File: src/rtl/frame_cfg_pkg.sv
// Shared constants and types for the configuration frame writer:
// header field layout and the loader state encoding.
package frame_cfg_pkg;

  localparam logic [3:0] SYNC_NIBBLE = 4'hA;

  localparam int SYNC_HI = 31;
  localparam int SYNC_LO = 28;
  localparam int COL_HI  = 27;
  localparam int COL_LO  = 20;
  localparam int FRM_HI  = 19;
  localparam int FRM_LO  = 12;

  typedef enum logic [1:0] {
    IDLE   = 2'd0,
    LOAD   = 2'd1,
    STROBE = 2'd2
  } frame_state_t;

endpackage

File: src/rtl/frame_strobe_writer_if.sv
// Word-stream handshake from the bitstream loader into the frame writer.
interface frame_strobe_writer_if #(
  parameter int FrameBitsPerRow = 32
) ();

  logic [FrameBitsPerRow-1:0] WordIn;
  logic                       WordValid;
  logic                       WordReady;

  modport master (output WordIn, output WordValid, input WordReady);
  modport slave  (input WordIn, input WordValid, output WordReady);

endinterface

File: src/rtl/frame_strobe_decoder.sv
// Registered one-hot decode of (column, frame) onto the fabric strobe lines;
// all lines are low in every cycle where en was low on the preceding edge.
module frame_strobe_decoder #(
  parameter int NumColumns      = 10,
  parameter int MaxFramesPerCol = 20
) (
  input  logic                                  clk,
  input  logic                                  rst,
  input  logic [$clog2(NumColumns)-1:0]         col,
  input  logic [$clog2(MaxFramesPerCol)-1:0]    frame,
  input  logic                                  en,
  output logic [NumColumns*MaxFramesPerCol-1:0] strobe
);

  localparam int IW = $clog2(NumColumns*MaxFramesPerCol);

  logic [IW-1:0] idx;

  assign idx = IW'(col) * IW'(MaxFramesPerCol) + IW'(frame);

  always_ff @(posedge clk or posedge rst) begin
    if (rst) begin
      strobe <= '0;
    end else begin
      strobe <= '0;
      if (en) strobe[idx] <= 1'b1;
    end
  end

endmodule

File: src/rtl/frame_strobe_writer.sv
// Assembles one frame column slice (one word per tile row) from a header +
// data word stream, then pulses the addressed frame strobe for one cycle.
module frame_strobe_writer
  import frame_cfg_pkg::*;
#(
  parameter int NumColumns      = 10,
  parameter int NumRows         = 16,
  parameter int FrameBitsPerRow = 32,
  parameter int MaxFramesPerCol = 20
) (
  input  logic                                  UserCLK,
  input  logic                                  RST,
  frame_strobe_writer_if.slave                  word_bus,
  output logic [NumRows*FrameBitsPerRow-1:0]    FrameData,
  output logic [NumColumns*MaxFramesPerCol-1:0] FrameStrobe,
  output logic                                  Busy,
  output logic                                  Error,
  input  logic                                  ErrClear
);

  localparam int RW = $clog2(NumRows);
  localparam int CW = $clog2(NumColumns);
  localparam int FW = $clog2(MaxFramesPerCol);
  localparam logic [7:0] COL_LIM = 8'(NumColumns);
  localparam logic [7:0] FRM_LIM = 8'(MaxFramesPerCol);

  frame_state_t               state;
  logic [RW-1:0]              row_cnt;
  logic [CW-1:0]              col_q;
  logic [FW-1:0]              frm_q;
  logic [FrameBitsPerRow-1:0] rows [NumRows];

  logic       xfer;
  logic       hdr_ok;
  logic       last_row;
  logic       strobe_en;
  logic [7:0] hdr_col;
  logic [7:0] hdr_frm;

  assign xfer      = word_bus.WordValid && word_bus.WordReady;
  assign hdr_col   = word_bus.WordIn[COL_HI:COL_LO];
  assign hdr_frm   = word_bus.WordIn[FRM_HI:FRM_LO];
  assign hdr_ok    = (word_bus.WordIn[SYNC_HI:SYNC_LO] == SYNC_NIBBLE) &&
                     (hdr_col < COL_LIM) && (hdr_frm < FRM_LIM);
  assign last_row  = (row_cnt == RW'(NumRows - 1));
  assign strobe_en = xfer && (state == LOAD) && last_row;

  always_ff @(posedge UserCLK or posedge RST) begin
    if (RST) begin
      state              <= IDLE;
      row_cnt            <= '0;
      col_q              <= '0;
      frm_q              <= '0;
      word_bus.WordReady <= 1'b0;
      Busy               <= 1'b0;
      Error              <= 1'b0;
    end else begin
      // Clear first so that a coinciding bad header below wins.
      if (ErrClear) Error <= 1'b0;
      case (state)
        IDLE: begin
          word_bus.WordReady <= 1'b1;
          Busy               <= 1'b0;
          if (xfer) begin
            if (hdr_ok) begin
              col_q   <= CW'(hdr_col);
              frm_q   <= FW'(hdr_frm);
              row_cnt <= '0;
              Busy    <= 1'b1;
              state   <= LOAD;
            end else begin
              Error <= 1'b1;
            end
          end
        end
        LOAD: begin
          if (xfer) begin
            if (last_row) begin
              row_cnt            <= '0;
              word_bus.WordReady <= 1'b0;
              state              <= STROBE;
            end else begin
              row_cnt <= row_cnt + 1'b1;
            end
          end
        end
        STROBE: begin
          word_bus.WordReady <= 1'b1;
          Busy               <= 1'b0;
          state              <= IDLE;
        end
        default: begin
          word_bus.WordReady <= 1'b0;
          Busy               <= 1'b0;
          state              <= IDLE;
        end
      endcase
    end
  end

  always_ff @(posedge UserCLK or posedge RST) begin
    if (RST) begin
      for (int r = 0; r < NumRows; r++) rows[r] <= '0;
    end else if (xfer && (state == LOAD)) begin
      rows[row_cnt] <= word_bus.WordIn;
    end
  end

  for (genvar r = 0; r < NumRows; r++) begin : g_row
    assign FrameData[r*FrameBitsPerRow +: FrameBitsPerRow] = rows[r];
  end

  frame_strobe_decoder #(
    .NumColumns      (NumColumns),
    .MaxFramesPerCol (MaxFramesPerCol)
  ) u_decoder (
    .clk    (UserCLK),
    .rst    (RST),
    .col    (col_q),
    .frame  (frm_q),
    .en     (strobe_en),
    .strobe (FrameStrobe)
  );

endmodule

File: src/flat_wrapper.sv
// flat-port wrapper written by rule: the top's interface ports become plain ports
module frame_strobe_writer_flat import frame_cfg_pkg::*;
#(
  parameter int NumColumns      = 10,
  parameter int NumRows         = 16,
  parameter int FrameBitsPerRow = 32,
  parameter int MaxFramesPerCol = 20
)
  (UserCLK, RST, FrameData, FrameStrobe, Busy, Error, ErrClear, word_bus_WordIn, word_bus_WordValid, word_bus_WordReady);
  frame_strobe_writer_if #(.FrameBitsPerRow(FrameBitsPerRow)) word_bus_i ();
  input  logic UserCLK;
  input  logic RST;
  output logic [NumRows*FrameBitsPerRow-1:0] FrameData;
  output logic [NumColumns*MaxFramesPerCol-1:0] FrameStrobe;
  output logic Busy;
  output logic Error;
  input  logic ErrClear;
  input wire logic [$bits(word_bus_i.WordIn)-1:0] word_bus_WordIn;
  input wire logic [$bits(word_bus_i.WordValid)-1:0] word_bus_WordValid;
  output wire logic [$bits(word_bus_i.WordReady)-1:0] word_bus_WordReady;
  assign word_bus_i.WordIn = word_bus_WordIn;
  assign word_bus_i.WordValid = word_bus_WordValid;
  assign word_bus_WordReady = word_bus_i.WordReady;
  frame_strobe_writer #(.NumColumns(NumColumns), .NumRows(NumRows), .FrameBitsPerRow(FrameBitsPerRow), .MaxFramesPerCol(MaxFramesPerCol)) u_core (.UserCLK(UserCLK), .RST(RST), .word_bus(word_bus_i), .FrameData(FrameData), .FrameStrobe(FrameStrobe), .Busy(Busy), .Error(Error), .ErrClear(ErrClear));
endmodule
File: config.mk
export PLATFORM = sky130hd
export DESIGN_NAME = frame_strobe_writer_flat
export DESIGN_NICKNAME = d
export VERILOG_FILES = /design/src/rtl/frame_cfg_pkg.sv /design/src/rtl/frame_strobe_writer_if.sv /design/src/rtl/frame_strobe_decoder.sv /design/src/rtl/frame_strobe_writer.sv /design/src/flat_wrapper.sv
export SDC_FILE = /design/constraint.sdc
export NUM_CORES = 1
export LEC_CHECK = 0
export CORE_AREA = 5 5 292 294
export DETAILED_ROUTE_END_ITERATION = 8
export DIE_AREA = 0 0 297 299
export GPL_TIMING_DRIVEN = 0
export RECOVER_POWER = 25
export REMOVE_ABC_BUFFERS = 1
export SYNTH_ARGS = -nofsm -noshare
export SYNTH_HDL_FRONTEND = slang
export SYNTH_HIERARCHICAL = 1
export SYNTH_SLANG_ARGS = --single-unit
File: constraint.sdc
create_clock -name UserCLK -period 41.8 [get_ports UserCLK]
set_clock_uncertainty 0.2 [all_clocks]
set_input_delay 8.36 -clock UserCLK [delete_from_list [all_inputs] [get_ports UserCLK]]
set_output_delay 8.36 -clock UserCLK [all_outputs]
set_load 0.03 [all_outputs]
Word-level counts from Yosys, hierarchy flattened. Index checks and enable logic that the tools add are counted.

Bits in registers: 730. Bits in latches: 0. Memory bits (writable): 0. Memory bits (read-only): 0. Input bits: 36. Output and inout port bits: 715. Word-level logic and storage cells: 82. Memories kept: 0.

$add $sub $neg: 2. $mul: 1. Div/mod/pow operators: 0. Magnitude comparators: 6. Equal/unequal tests: 8. Shifts and indexed selects: 0. Multiplexer cells: 26. Bitwise logic cells: 1. Reductions and logical operators: 14.

Operators by type and width (number): 512-bit bitwise mux (1); 200-bit two-way mux (1); 32-bit demux with 4-bit select (1); 32-bit two-way mux (1); 4-bit two-way mux (4); 8-bit by 9-bit less-than comparator with 1-bit output (second input constant) (1); 1-bit two-way mux (9); 8-bit by 5-bit adder with 8-bit output (1); 1-bit demux with 8-bit select (1); 4-bit equality test (second input constant) (2); 8-bit by 1-bit >= comparator with 1-bit output (second input constant) (1); 8-bit by 4-bit less-than comparator with 1-bit output (second input constant) (1); 8-bit by 5-bit less-than comparator with 1-bit output (second input constant) (1); 2-bit two-way mux (4); 2-bit by 1-bit != test with 1-bit output (second input constant) (4); 4-bit case mux with 2 select lines (1); 4-bit AND reduction (2); 1-bit logical AND (7); 4-bit by 3-bit multiplier with 6-bit output (second input constant) (1); 5-bit >= comparator (second input constant) (1); 5-bit by 1-bit less-than comparator with 1-bit output (second input constant) (1); 4-bit inverter with 5-bit output (1); 4-bit by 1-bit adder with 4-bit output (second input constant) (1); 1-bit case mux with 2 select lines (2); 8 further kinds (8).

Logic depth before layout (Yosys ltp). Gate-level depths: netlist (run 1).

Word-level depth: 7. Depth in mapped cells: 9. Depth with buffers taken out: 8.

Modules after synthesis. The synthesis (run 1) kept the hierarchy.

By module, submodules not included: frame_strobe_writer (instances 1, cells an instance 1205, area each 19972.9 um2, sequential area each 13262.7 um2); frame_strobe_decoder (instances 1, cells an instance 582, area each 7397.1 um2, sequential area each 5004.8 um2).

Worst setup path after synthesis (run 1). OpenSTA, ideal clock, no wires.

Kind: input port to flip-flop. Start: input word_bus_WordValid. End: register u_core.u_decoder.strobe[32]. Library setup time: 0.101 ns. Data arrival time: 9.981 ns. Data required time: 41.499 ns. Path slack: 31.517 ns. Cell stages on the path: 6. Path buffers: 1. Path through: nand4b_4 nor2_1 buf_2 nor3b_2 nand2_1 nor4_1.

Longest elaborated chain between the ends: 4.

RTL lines: from (decl) (RTL line flat_wrapper.sv:19) `input wire logic [$bits(word_bus_i.WordValid)-1:0] word_bus_WordValid;`; 1-bit logical AND (RTL line frame_strobe_writer.sv:40) `assign xfer = word_bus.WordValid && word_bus.WordReady;`; 1-bit logical AND (2 in series) (RTL line frame_strobe_writer.sv:46) `assign strobe_en = xfer && (state == LOAD) && last_row;`; net u_core.strobe_en (RTL line frame_strobe_writer.sv:36) `logic strobe_en;`; 200-bit two-way mux (RTL line frame_strobe_decoder.sv:26) `if (en) strobe[idx] <= 1'b1;`; to (signal assigned) (RTL line frame_strobe_decoder.sv:23) `strobe <= '0;`; to (signal assigned) (RTL line frame_strobe_decoder.sv:25) `strobe <= '0;`; to (signal, indexed assignment) (RTL line frame_strobe_decoder.sv:26); to (decl) (RTL line frame_strobe_decoder.sv:12) `output logic [NumColumns*MaxFramesPerCol-1:0] strobe`.

The timed path passes the listed nets, and every way through them passes these cells. A chain may end at the register's enable or synchronous reset.

==> key figures, run 1 <==
Synth
  • Area contributors post-synth: dfrtp_1 67%, mux2_2 21%, nor4_1 2.3%, nor3_1 1.4%, buf_2 1.2%
  • Asr flop ratio synth: 100%
  • Synth cell count leaders: 730 x dfrtp_1, 512 x mux2_2, 100 x nor4_1
  • Seq/Total Area, Yosys: 66.7%
  • Seq cells post-synth: 730
  • EDFF count, synth: 0
  • Synth warn: 6
  • Syn Area/Cell: 15.3 sq um
  • Most frequent cell after synthesis: dfrtp_1
  • Primary FF master, synth: dfrtp_1
  • Post-synth top area cell: dfrtp_1
  • Yosys top cell area share: 66.7%
  • Cell area after synthesis: 27400 sq um
  • Distinct cell type count after synthesis: 62
  • Post-synthesis cell count: 1787

Timing
  • Post-route clock period utilization: 40.2%
  • RSZ-0062 raised after global routing: no
  • Final hold violation count: 0
  • Fmax: 59.5 MHz
  • Final Setup Violations: 0
  • Setup TNS: 0 ps
  • Setup ws final: 24980 ps
  • Crit path time final: 16820 ps
  • Worst-Margin Slew: 6650 ps
  • Hold slack final: 293 ps
  • Slew headroom: -344%
  • Slew Limit Fails: 533

Power
  • Leakage power: 18.2 nW
  • Pwr dens: 38.1 nW/um^2
  • Peak VDD IR: 0.0000280 V

Placed design
  • Placed insts: 3507
  • PortBufs: 750
  • DP HPWL: 69.8 mm
  • Placed cell area: 36200 sq um
  • GPL Wtd Cong: 0.835
  • Pre-CTS setup slack: 29630 ps

Clocking
  • H-tree Lvls: 3
  • Reg clk slew, reported paths: 60 ps
  • CTS tree: yes
  • Resized cells post-CTS: 0
  • Clk sinks: 730
  • Clk root buf: clkbuf_16
  • Max clock buf depth: 3
  • Skew-Pair Late Insertion Delay: 640 ps
  • Number of buffers created by CTS: 80
  • Post CTS Setup Buffer Count: 0
  • Hold buffer count at CTS: 0

Global route
  • Largest net degree at the start of global routing: 134
  • Total Routing Usage GR: 22.0%
  • Vias in the first global route: 19800
  • Initial antenna violation count: 1
  • First-pass GRT wire length: 146 mm
  • Gr ovfl total: 0

Drt
  • WL final: 99.7 mm
  • Routed WL per cell: 27.3 microns
  • Drt drc: 0
  • Via Count: 18200
  • Initial DRC Count: 914
  • Routed Antenna Nets: 0
  • DR vias/cell: 4.98
  • TritonRoute pass-1 iters: 7

Cells and area
  • Final cell count without fillers: 3654
  • Fin nets: 2558
  • Final instance area: 38900 sq um
  • Share of cells above drive strength 1: 28.1%
  • Area Growth Syn to Fin: 42.2%

Floorplan
  • Starting Density: 33.1%
  • Io pins: 751
  • Die H: 299 microns
  • Core Box Area: 82600 sq um
  • Die area: 88800 sq um
  • Chip width: 297 microns
  • FP Rows: 106

Worst setup path
  • Worst reg2reg path depth: 7
  • Startpoint Class: input pin
  • Crit path cell chain: dlygate4sd3_1 -> clkinvlp_2 -> clkbuf_1
  • Slowest stage delay, CP: 4380 ps
  • Critical Path RT: 40830 ps
  • Critical path's slowest cell: clkbuf_1
  • Crit end category: asynchronous set/reset pin
  • Crit path kind: input pin to asynchronous set/reset pin
  • Worst endpoint data arrival time: 15850 ps
  • Critical-path maximum fanout: 116

Outcome
  • Failing checks: capacitance limit, slew limit
  • Status: complete, but fails checks

Run
  • Number of max-cap violations: 7

Hold path
  • Hold Path Class: flip-flop to flip-flop
  • Worst Hold Path Cells: 1
[critical path, delay by kind of cell]
family / cells / cell delay, ps
buf+inv: 3 / 7190
[through the flow]
| stage | util (%) | power (mW) |
|---|---|---|
| final | 47.1 | 1.48 |
| after global routing | 47.1 | 1.54 |
| after CTS | 47.2 | 1.50 |
| after detailed placement | 43.9 | 0.766 |
| after global placement | 43.0 | 0.763 |
| after floorplan | - | 0.742 |
[placed cells by master (no fill, tap or decap), types with 10 or more instances in the layout]
master           netlist  routed
mux2_2               512     512
nor2_1                22      22
nor4_1               100     100
clkbuf_1              52      15
clkbuf_8               0      17
clkbuf_16              0      80
nand3_1               11      11
clkinv_2               0      10
ha_1                  11      11
clkdlybuf4s50_1        0     716
nor4_2                13      13
nor3_1                79      79
nand2_1               57      49
dlygate4sd3_1          0      33
dfrtp_1              730     730
[final cells by class]
class,count,area [sq um]
Antenna cell,3,7.51
Clock buffer,109,2280
Clock inverter,35,497
Fill cell,7186,43700
Inverter,10,40.0
Multi-Input combinational cell,908,8430
Sequential cell,730,18300
Tap cell,1080,1350
Timing Repair Buffer,779,8050
[power by group]
part           leakage, nW  switching [mW]  total (mW)  internal (mW)
Sequential            10.2         0.00148       0.710          0.709
Combinational         6.71          0.0315      0.0408        0.00934
Clock                 1.35           0.304       0.731          0.427
[flip-flops by register name, indices dropped and copies added, names as in the netlist]
register and cells:
u_core/col_q 4, u_core/state 2, u_core/Busy 1, u_core/row_cnt 4, u_core/u_decoder/strobe 200, u_core/FrameData 512, u_core/frm_q 5, u_core/word_bus.WordReady 1
u_core/Error 1
[logic make-up after synthesis]
kind of cell | after synthesis | synth area share (%)
xor gates and xnor gates | 5 | 0.311
muxes | 521 | 21.4
adders and majority gates | 13 | 0.649
DFF | 730 | 66.7
and+or+nand+nor | 340 | 7.25
AOI/OAI and AO/OA | 29 | 0.942
buffers and inverters | 149 | 2.67
[path summary, 6_finish.rpt]
kind                                      start                            to  slack, ps
max                                         RST         u_core/FrameData[490]      24980
min                        u_core/FrameData[60]          u_core/FrameData[60]        290
max reg2reg                   u_core/row_cnt[1]  u_core/u_decoder/strobe[166]      36620
min reg2reg                u_core/FrameData[60]          u_core/FrameData[60]        290
max in group UserCLK         word_bus_WordValid  u_core/u_decoder/strobe[166]      28850
min in group asynchronous                   RST    u_core/u_decoder/strobe[1]       8850
[per-layer routing]
metal	global-route usage (%)	vias up	wire [microns]
li1	-	7794	-
met1	25.6	9472	37500
met2	36.6	814	48000
met3	10.1	126	11100
met4	6.79	0	3100
met5	0	-	0
No activity file was read; power rests on OpenSTA's default activity.
==> inputs of run 2 (changes only) <==
CORE_AREA = 5 5 287 289   (was 5 5 292 294)
DIE_AREA = 0 0 292 294   (was 0 0 297 299)
clock period = 14.4 ns   (was 41.8 ns; I/O delays follow)
==> key figures, run 2 (same netlist as run 1, synthesis figures left out) <==
Outcome
  • Status: complete, but fails checks (unchanged)
  • Failing checks: capacitance limit, slew limit (unchanged)

Cells and area
  • Most common cell after layout, fill and taps aside: clkdlybuf4s50_1 (was dfrtp_1)
  • Layout Utilization: 49.0% (was 47.1%)
  • Area Growth Syn to Fin: 42.6% (was 42.2%)
  • Final cell count without fillers: 3640 (was 3654)
  • Max reg flops: 512 (unchanged)
  • Most frequent cells in the layout: 748 x clkdlybuf4s50_1, 730 x dfrtp_1, 512 x mux2_2 (was 730 x dfrtp_1, 716 x clkdlybuf4s50_1, 512 x mux2_2)
  • Share of cells above drive strength 1: 28.2% (was 28.1%)
  • Fin nets: 2562 (was 2558)

Clocking
  • Hold buffer count at CTS: 0 (unchanged)
  • CTS tree: yes (unchanged)
  • Number of buffers created by CTS: 81 (was 80)
  • Clk root buf: clkbuf_16 (unchanged)
  • Clk sinks: 730 (unchanged)
  • Post CTS Setup Buffer Count: 0 (unchanged)
  • Skew-Pair Late Insertion Delay: 610 ps (was 640 ps)
  • Reg clk slew, reported paths: 60 ps (about the same)
  • H-tree Lvls: 3 (unchanged)
  • Max clock buf depth: 3 (unchanged)
  • Resized cells post-CTS: 0 (unchanged)

Drt
  • Routed Antenna Nets: 0 (unchanged)
  • Initial DRC Count: 1000 (was 914)
  • TritonRoute pass-1 iters: 6 (was 7)
  • DR vias/cell: 5.03 (was 4.98)
  • Via Count: 18300 (was 18200)
  • Drt drc: 0 (unchanged)
  • WL final: 97.4 mm (was 99.7 mm)
  • Routed WL per cell: 26.8 microns (was 27.3 microns)

Global route
  • Initial antenna violation count: 0 (was 1)
  • Vias in the first global route: 19500 (was 19800)
  • Gr ovfl total: 0 (unchanged)
  • Largest net degree at the start of global routing: 128 (was 134)
  • First-pass GRT wire length: 141 mm (was 146 mm)
  • Total Routing Usage GR: 21.9% (was 22.0%)

Timing
  • Setup TNS: 0 ps (unchanged)
  • Worst-Margin Slew: 5080 ps (was 6650 ps)
  • Crit path time final: 7940 ps
  • Slew headroom: -241% (was -344%)
  • RSZ-0062 raised after global routing: no (unchanged)
  • Slew Limit Fails: 198 (was 533)
  • Fmax: 126 MHz
  • Post-route clock period utilization: 55.1%
  • Final Setup Violations: 0 (unchanged)
  • Final hold violation count: 0 (unchanged)

Worst setup path
  • Critical Path RT: 14630 ps (was 40830 ps)
  • Startpoint Class: input pin (unchanged)
  • Worst Path Buf+Inv: 2 (was 3)
  • Crit end category: flip-flop (was asynchronous set/reset pin)
  • Crit path kind: input pin to flip-flop (was input pin to asynchronous set/reset pin)
  • Slowest stage delay, CP: 1200 ps (was 4380 ps)
  • Critical path's slowest cell: nor2_1 (was clkbuf_1)
  • Crit path cell chain: dlygate4sd3_1 -> nand4b_1 -> nor2_1 -> clkbuf_1 -> nand2_1 -> nor2_1 -> nand2_1 -> nor4_1 (was dlygate4sd3_1 -> clkinvlp_2 -> clkbuf_1)
  • Largest delay share family, worst path: simple AND/OR/NAND/NOR gates (was buffers and inverters)
  • Critical-path maximum fanout: 15 (was 116)
  • Worst endpoint data arrival time: 8170 ps (was 15850 ps)

Floorplan
  • Io pins: 751 (unchanged)
  • FP Rows: 104 (was 106)
  • Die area: 85800 sq um (was 88800 sq um)
  • Chip width: 292 microns (was 297 microns)
  • Starting Density: 34.4% (was 33.1%)
  • Core Box Area: 79600 sq um (was 82600 sq um)
  • Die H: 294 microns (was 299 microns)

Power
  • Total power: 4.34 mW (was 1.48 mW)
  • Power Internal: 3.37 mW (was 1.15 mW)
  • P_sw: 0.967 mW (was 0.337 mW)
  • Comb power frac: 2.8% (about the same)
  • Leakage power: 18.2 nW (about the same)
  • Switching share of power: 22.3% (was 22.7%)
  • Pwr dens: 111 nW/um^2 (was 38.1 nW/um^2)
  • Peak VDD IR: 0.0000887 V (was 0.0000280 V)
  • Part of the power in the clock network: 49.7% (was 49.3%)
  • Flop pwr share: 47.5% (was 47.9%)

Placed design
  • DP HPWL: 69.3 mm (was 69.8 mm)
  • PortBufs: 750 (unchanged)
  • Placed insts: 3490 (was 3507)
  • GPL Wtd Cong: 0.842 (was 0.835)

Run
  • Number of max-cap violations: 2 (was 7)

Hold path
  • Hold Path Class: flip-flop to flip-flop (unchanged)
run 2: cell types whose count changed in the layout (fill, tap and decap cells not counted), sizes merged:
cell	delta
bufinv	+2
clkbuf	+2
clkdlybuf4s50	+32
dlygate4sd3	-31
inv	+2
clkinvlp	-1
buf	+4
clkinv	-4
run 2: worst register-to-register path, delay by kind of cell (launching register included):
kind	cells	cell delay, ps
flops	1	520
buf+inv	1	930
simple gates	6	3800
run 2: layout make-up:
| type | instances | area [sq um] |
|---|---|---|
| clock buffer | 113 | 2330 |
| inverter | 10 | 40.0 |
| fill | 6900 | 40600 |
| sequential | 730 | 18300 |
| timing repair buffer | 782 | 8170 |
| tap | 1060 | 1330 |
| antenna | 3 | 7.51 |
| multi-input combinational | 908 | 8420 |
| clock inverter | 34 | 484 |
run 2: final timing paths:
kind	startpoint	endpoint	slack [ps]	cells after the start
min in group asynchronous	RST	u_core/u_decoder/strobe[151]	3820	2
setup / recovery	word_bus_WordValid	u_core/u_decoder/strobe[50]	6460	8
max in group asynchronous	RST	u_core/FrameData[163]	7090	5
hold / removal	u_core/FrameData[86]	u_core/FrameData[86]	290	1
hold reg to reg	u_core/FrameData[86]	u_core/FrameData[86]	290	1
setup reg to reg	u_core/state[0]	u_core/u_decoder/strobe[50]	8790	7
run 2: routing by layer:
layer	part of all wire [%]	global-route usage, %	vias to the layer above	wire [microns]
li1	-	-	7803	-
met1	39	26.1	9546	37600
met2	49	37.1	807	47400
met3	10	9.06	155	9920
met4	2.6	5.58	0	2510
met5	0	0	-	0
run 2: power groups by stage:
stage               Sequential (mW)  Combinational (mW)  Clock [mW]
global route                   2.06               0.134        2.29
floorplan                      2.11              0.0435           0
global placement               2.10               0.114           0
finish                         2.06               0.121        2.16
CTS                            2.06               0.125        2.21
detailed placement             2.10               0.125           0
run 2: stage by stage:
stage	setup WS, ps	hold slack, ps	area, sq um
6_report	6460	291	39000
5_1_grt	6210	312	39000
4_1_cts	8140	295	39100
3_5_place_dp	7490	278	36300
3_3_place_gp	-9830	262	35500
2_1_floorplan	-3490	248	26700
==> inputs of run 3 (changes only) <==
clock period = 7.3 ns   (was 14.4 ns; I/O delays follow)
==> key figures, run 3 (same netlist as run 1, synthesis figures left out) <==
Outcome
  • Status: complete, but fails checks (unchanged)
  • Failing checks: capacitance limit, slew limit (unchanged)

Worst setup path
  • Worst endpoint data arrival time: 6050 ps (was 8170 ps)
  • Crit path to: u_core/u_decoder/strobe[50] (unchanged)
  • Crit path cell chain: dlygate4sd3_1 -> nand4b_1 -> nor2_1 -> buf_16 -> nand2_1 -> nor2_1 -> nand2_1 -> nor4_1 (was dlygate4sd3_1 -> nand4b_1 -> nor2_1 -> clkbuf_1 -> nand2_1 -> nor2_1 -> nand2_1 -> nor4_1)
  • CP Launch Point: word_bus_WordValid (unchanged)
  • Critical Path RT: 7530 ps (was 14630 ps)
  • Slowest stage delay, CP: 1320 ps (was 1200 ps)
  • Crit path kind: input pin to flip-flop (unchanged)
  • Worst reg2reg path depth: 7 (unchanged)
  • Reg2Reg Launch Point: u_core/state[0] (unchanged)
  • Critical-path maximum fanout: 15 (unchanged)
  • Crit end category: flip-flop (unchanged)
  • Crit. path cell count: 8 (unchanged)
  • R2R setup slack: 2390 ps (was 8790 ps)
  • Startpoint Class: input pin (unchanged)
  • Critical path's slowest cell: nor2_1 (unchanged)
  • Largest delay share family, worst path: simple AND/OR/NAND/NOR gates (unchanged)
  • Worst reg2reg endpoint: u_core/u_decoder/strobe[50] (unchanged)
  • Worst Path Buf+Inv: 2 (unchanged)

Clocking
  • Reg clk slew, reported paths: 60 ps (about the same)
  • H-tree Lvls: 3 (unchanged)
  • Hold buffer count at CTS: 0 (unchanged)
  • Clk root buf: clkbuf_16 (unchanged)
  • CTS tree: yes (unchanged)
  • Max clock buf depth: 3 (unchanged)
  • Clk sinks: 730 (unchanged)
  • Resized cells post-CTS: 0 (unchanged)
  • Skew-Pair Late Insertion Delay: 610 ps (about the same)
  • Post CTS Setup Buffer Count: 0 (unchanged)
  • Number of buffers created by CTS: 81 (unchanged)

Drt
  • Initial DRC Count: 918 (was 1000)
  • DR vias/cell: 5.01 (was 5.03)
  • Routed WL per cell: 26.7 microns (was 26.8 microns)
  • TritonRoute pass-1 iters: 5 (was 6)
  • Via Count: 18200 (was 18300)
  • Routed Antenna Nets: 0 (unchanged)
  • Drt drc: 0 (unchanged)
  • WL final: 97.3 mm (was 97.4 mm)

Timing
  • Hold slack final: 289 ps (was 291 ps)
  • Crit path time final: 5820 ps
  • Setup TNS: 0 ps (unchanged)
  • Worst-Margin Slew: 4240 ps (was 5080 ps)
  • Final hold violation count: 0 (unchanged)
  • Fmax: 172 MHz
  • Post-route clock period utilization: 79.7%
  • Slew Limit Fails: 226 (was 198)
  • RSZ-0062 raised after global routing: no (unchanged)
  • Slew headroom: -184% (was -241%)
  • Setup ws final: 1480 ps (was 6460 ps)
  • Final Setup Violations: 0 (unchanged)

Floorplan
  • Die area: 85800 sq um (unchanged)
  • Die H: 294 microns (unchanged)
  • Starting Density: 34.4% (unchanged)
  • Io pins: 751 (unchanged)
  • FP Rows: 104 (unchanged)
  • Core Box Area: 79600 sq um (unchanged)
  • Chip width: 292 microns (unchanged)

Hold path
  • Hold Path Class: flip-flop to flip-flop (unchanged)
  • Worst Hold Path Cells: 1 (unchanged)

Global route
  • Vias in the first global route: 19500 (about the same)
  • Gr ovfl total: 0 (unchanged)
  • Total Routing Usage GR: 21.9% (about the same)
  • Initial antenna violation count: 0 (unchanged)
  • Largest net degree at the start of global routing: 128 (unchanged)
  • First-pass GRT wire length: 141 mm (about the same)

Placed design
  • PortBufs: 750 (unchanged)
  • DP HPWL: 69.3 mm (unchanged)
  • Placed insts: 3490 (unchanged)
  • Placed cell area: 36300 sq um (unchanged)
  • GPL Wtd Cong: 0.842 (unchanged)
  • Pre-CTS setup slack: 1810 ps (was 7490 ps)

Cells and area
  • Most frequent cells in the layout: 748 x clkdlybuf4s50_1, 730 x dfrtp_1, 512 x mux2_2 (unchanged)
  • Final cell count without fillers: 3638 (was 3640)
  • Layout Utilization: 49.0% (about the same)
  • Fin nets: 2562 (unchanged)
  • Share of cells above drive strength 1: 28.2% (about the same)
  • Max reg flops: 512 (unchanged)
  • Final instance area: 39000 sq um (about the same)
  • Fillers: 6895 (was 6900)
  • Most common cell after layout, fill and taps aside: clkdlybuf4s50_1 (unchanged)
  • Area Growth Syn to Fin: 42.6% (about the same)

Power
  • Pwr dens: 219 nW/um^2 (was 111 nW/um^2)
  • Total power: 8.56 mW (was 4.34 mW)
  • Peak VDD IR: 0.000175 V (was 0.0000887 V)
  • Leakage power: 18.2 nW (about the same)

Run
  • Number of max-cap violations: 3 (was 2)
==> run 3: cell count changes in the layout (fill, tap and decap cells not counted) <==
cell,change
inv_8,+1
clkinvlp_2,-1
clkbuf_2,+1
clkbuf_1,-1
diode_2,-2
==> run 3: area by class of cell <==
type	instances	area, sq um	area share (%)
flip-flops and latches	730	18300	46.8
clock buffers	113	2330	5.96
diodes	1	2.50	0.00641
inverters	10	46.3	0.119
repair buffers	782	8170	20.9
clock inverters	34	484	1.24
well taps	1060	1330	3.40
multi-input cells	908	8420	21.6
==> run 3: how the worst min path moves through the flow <==
stage                                startpoint                     to
final                     u_core/FrameData[124]  u_core/FrameData[124]
after detailed placement   u_core/FrameData[31]   u_core/FrameData[31]
after global placement          u_core/state[1]        u_core/state[0]
after CTS                  u_core/FrameData[31]   u_core/FrameData[31]
after floorplan                 u_core/state[1]        u_core/state[0]
after global routing      u_core/FrameData[300]  u_core/FrameData[300]
==> run 3: power breakdown <==
part | internal [mW] | switching (mW)
clock | 2.54 | 1.72
combinational | 0.0563 | 0.179
sequential | 4.06 | 0.00853
total | 6.65 | 1.91
==> run 3: layer usage <==
metal  part of all wire, %  routed length [microns]  vias up  global-route usage (%)
met5                     0                        0        -                       0
met1                    39                    37700     9535                    26.2
li1                      -                        -     7789                       -
met4                   2.5                     2410        0                    5.73
met3                    10                     9730      146                    9.00
met2                    49                    47500      769                    37.0
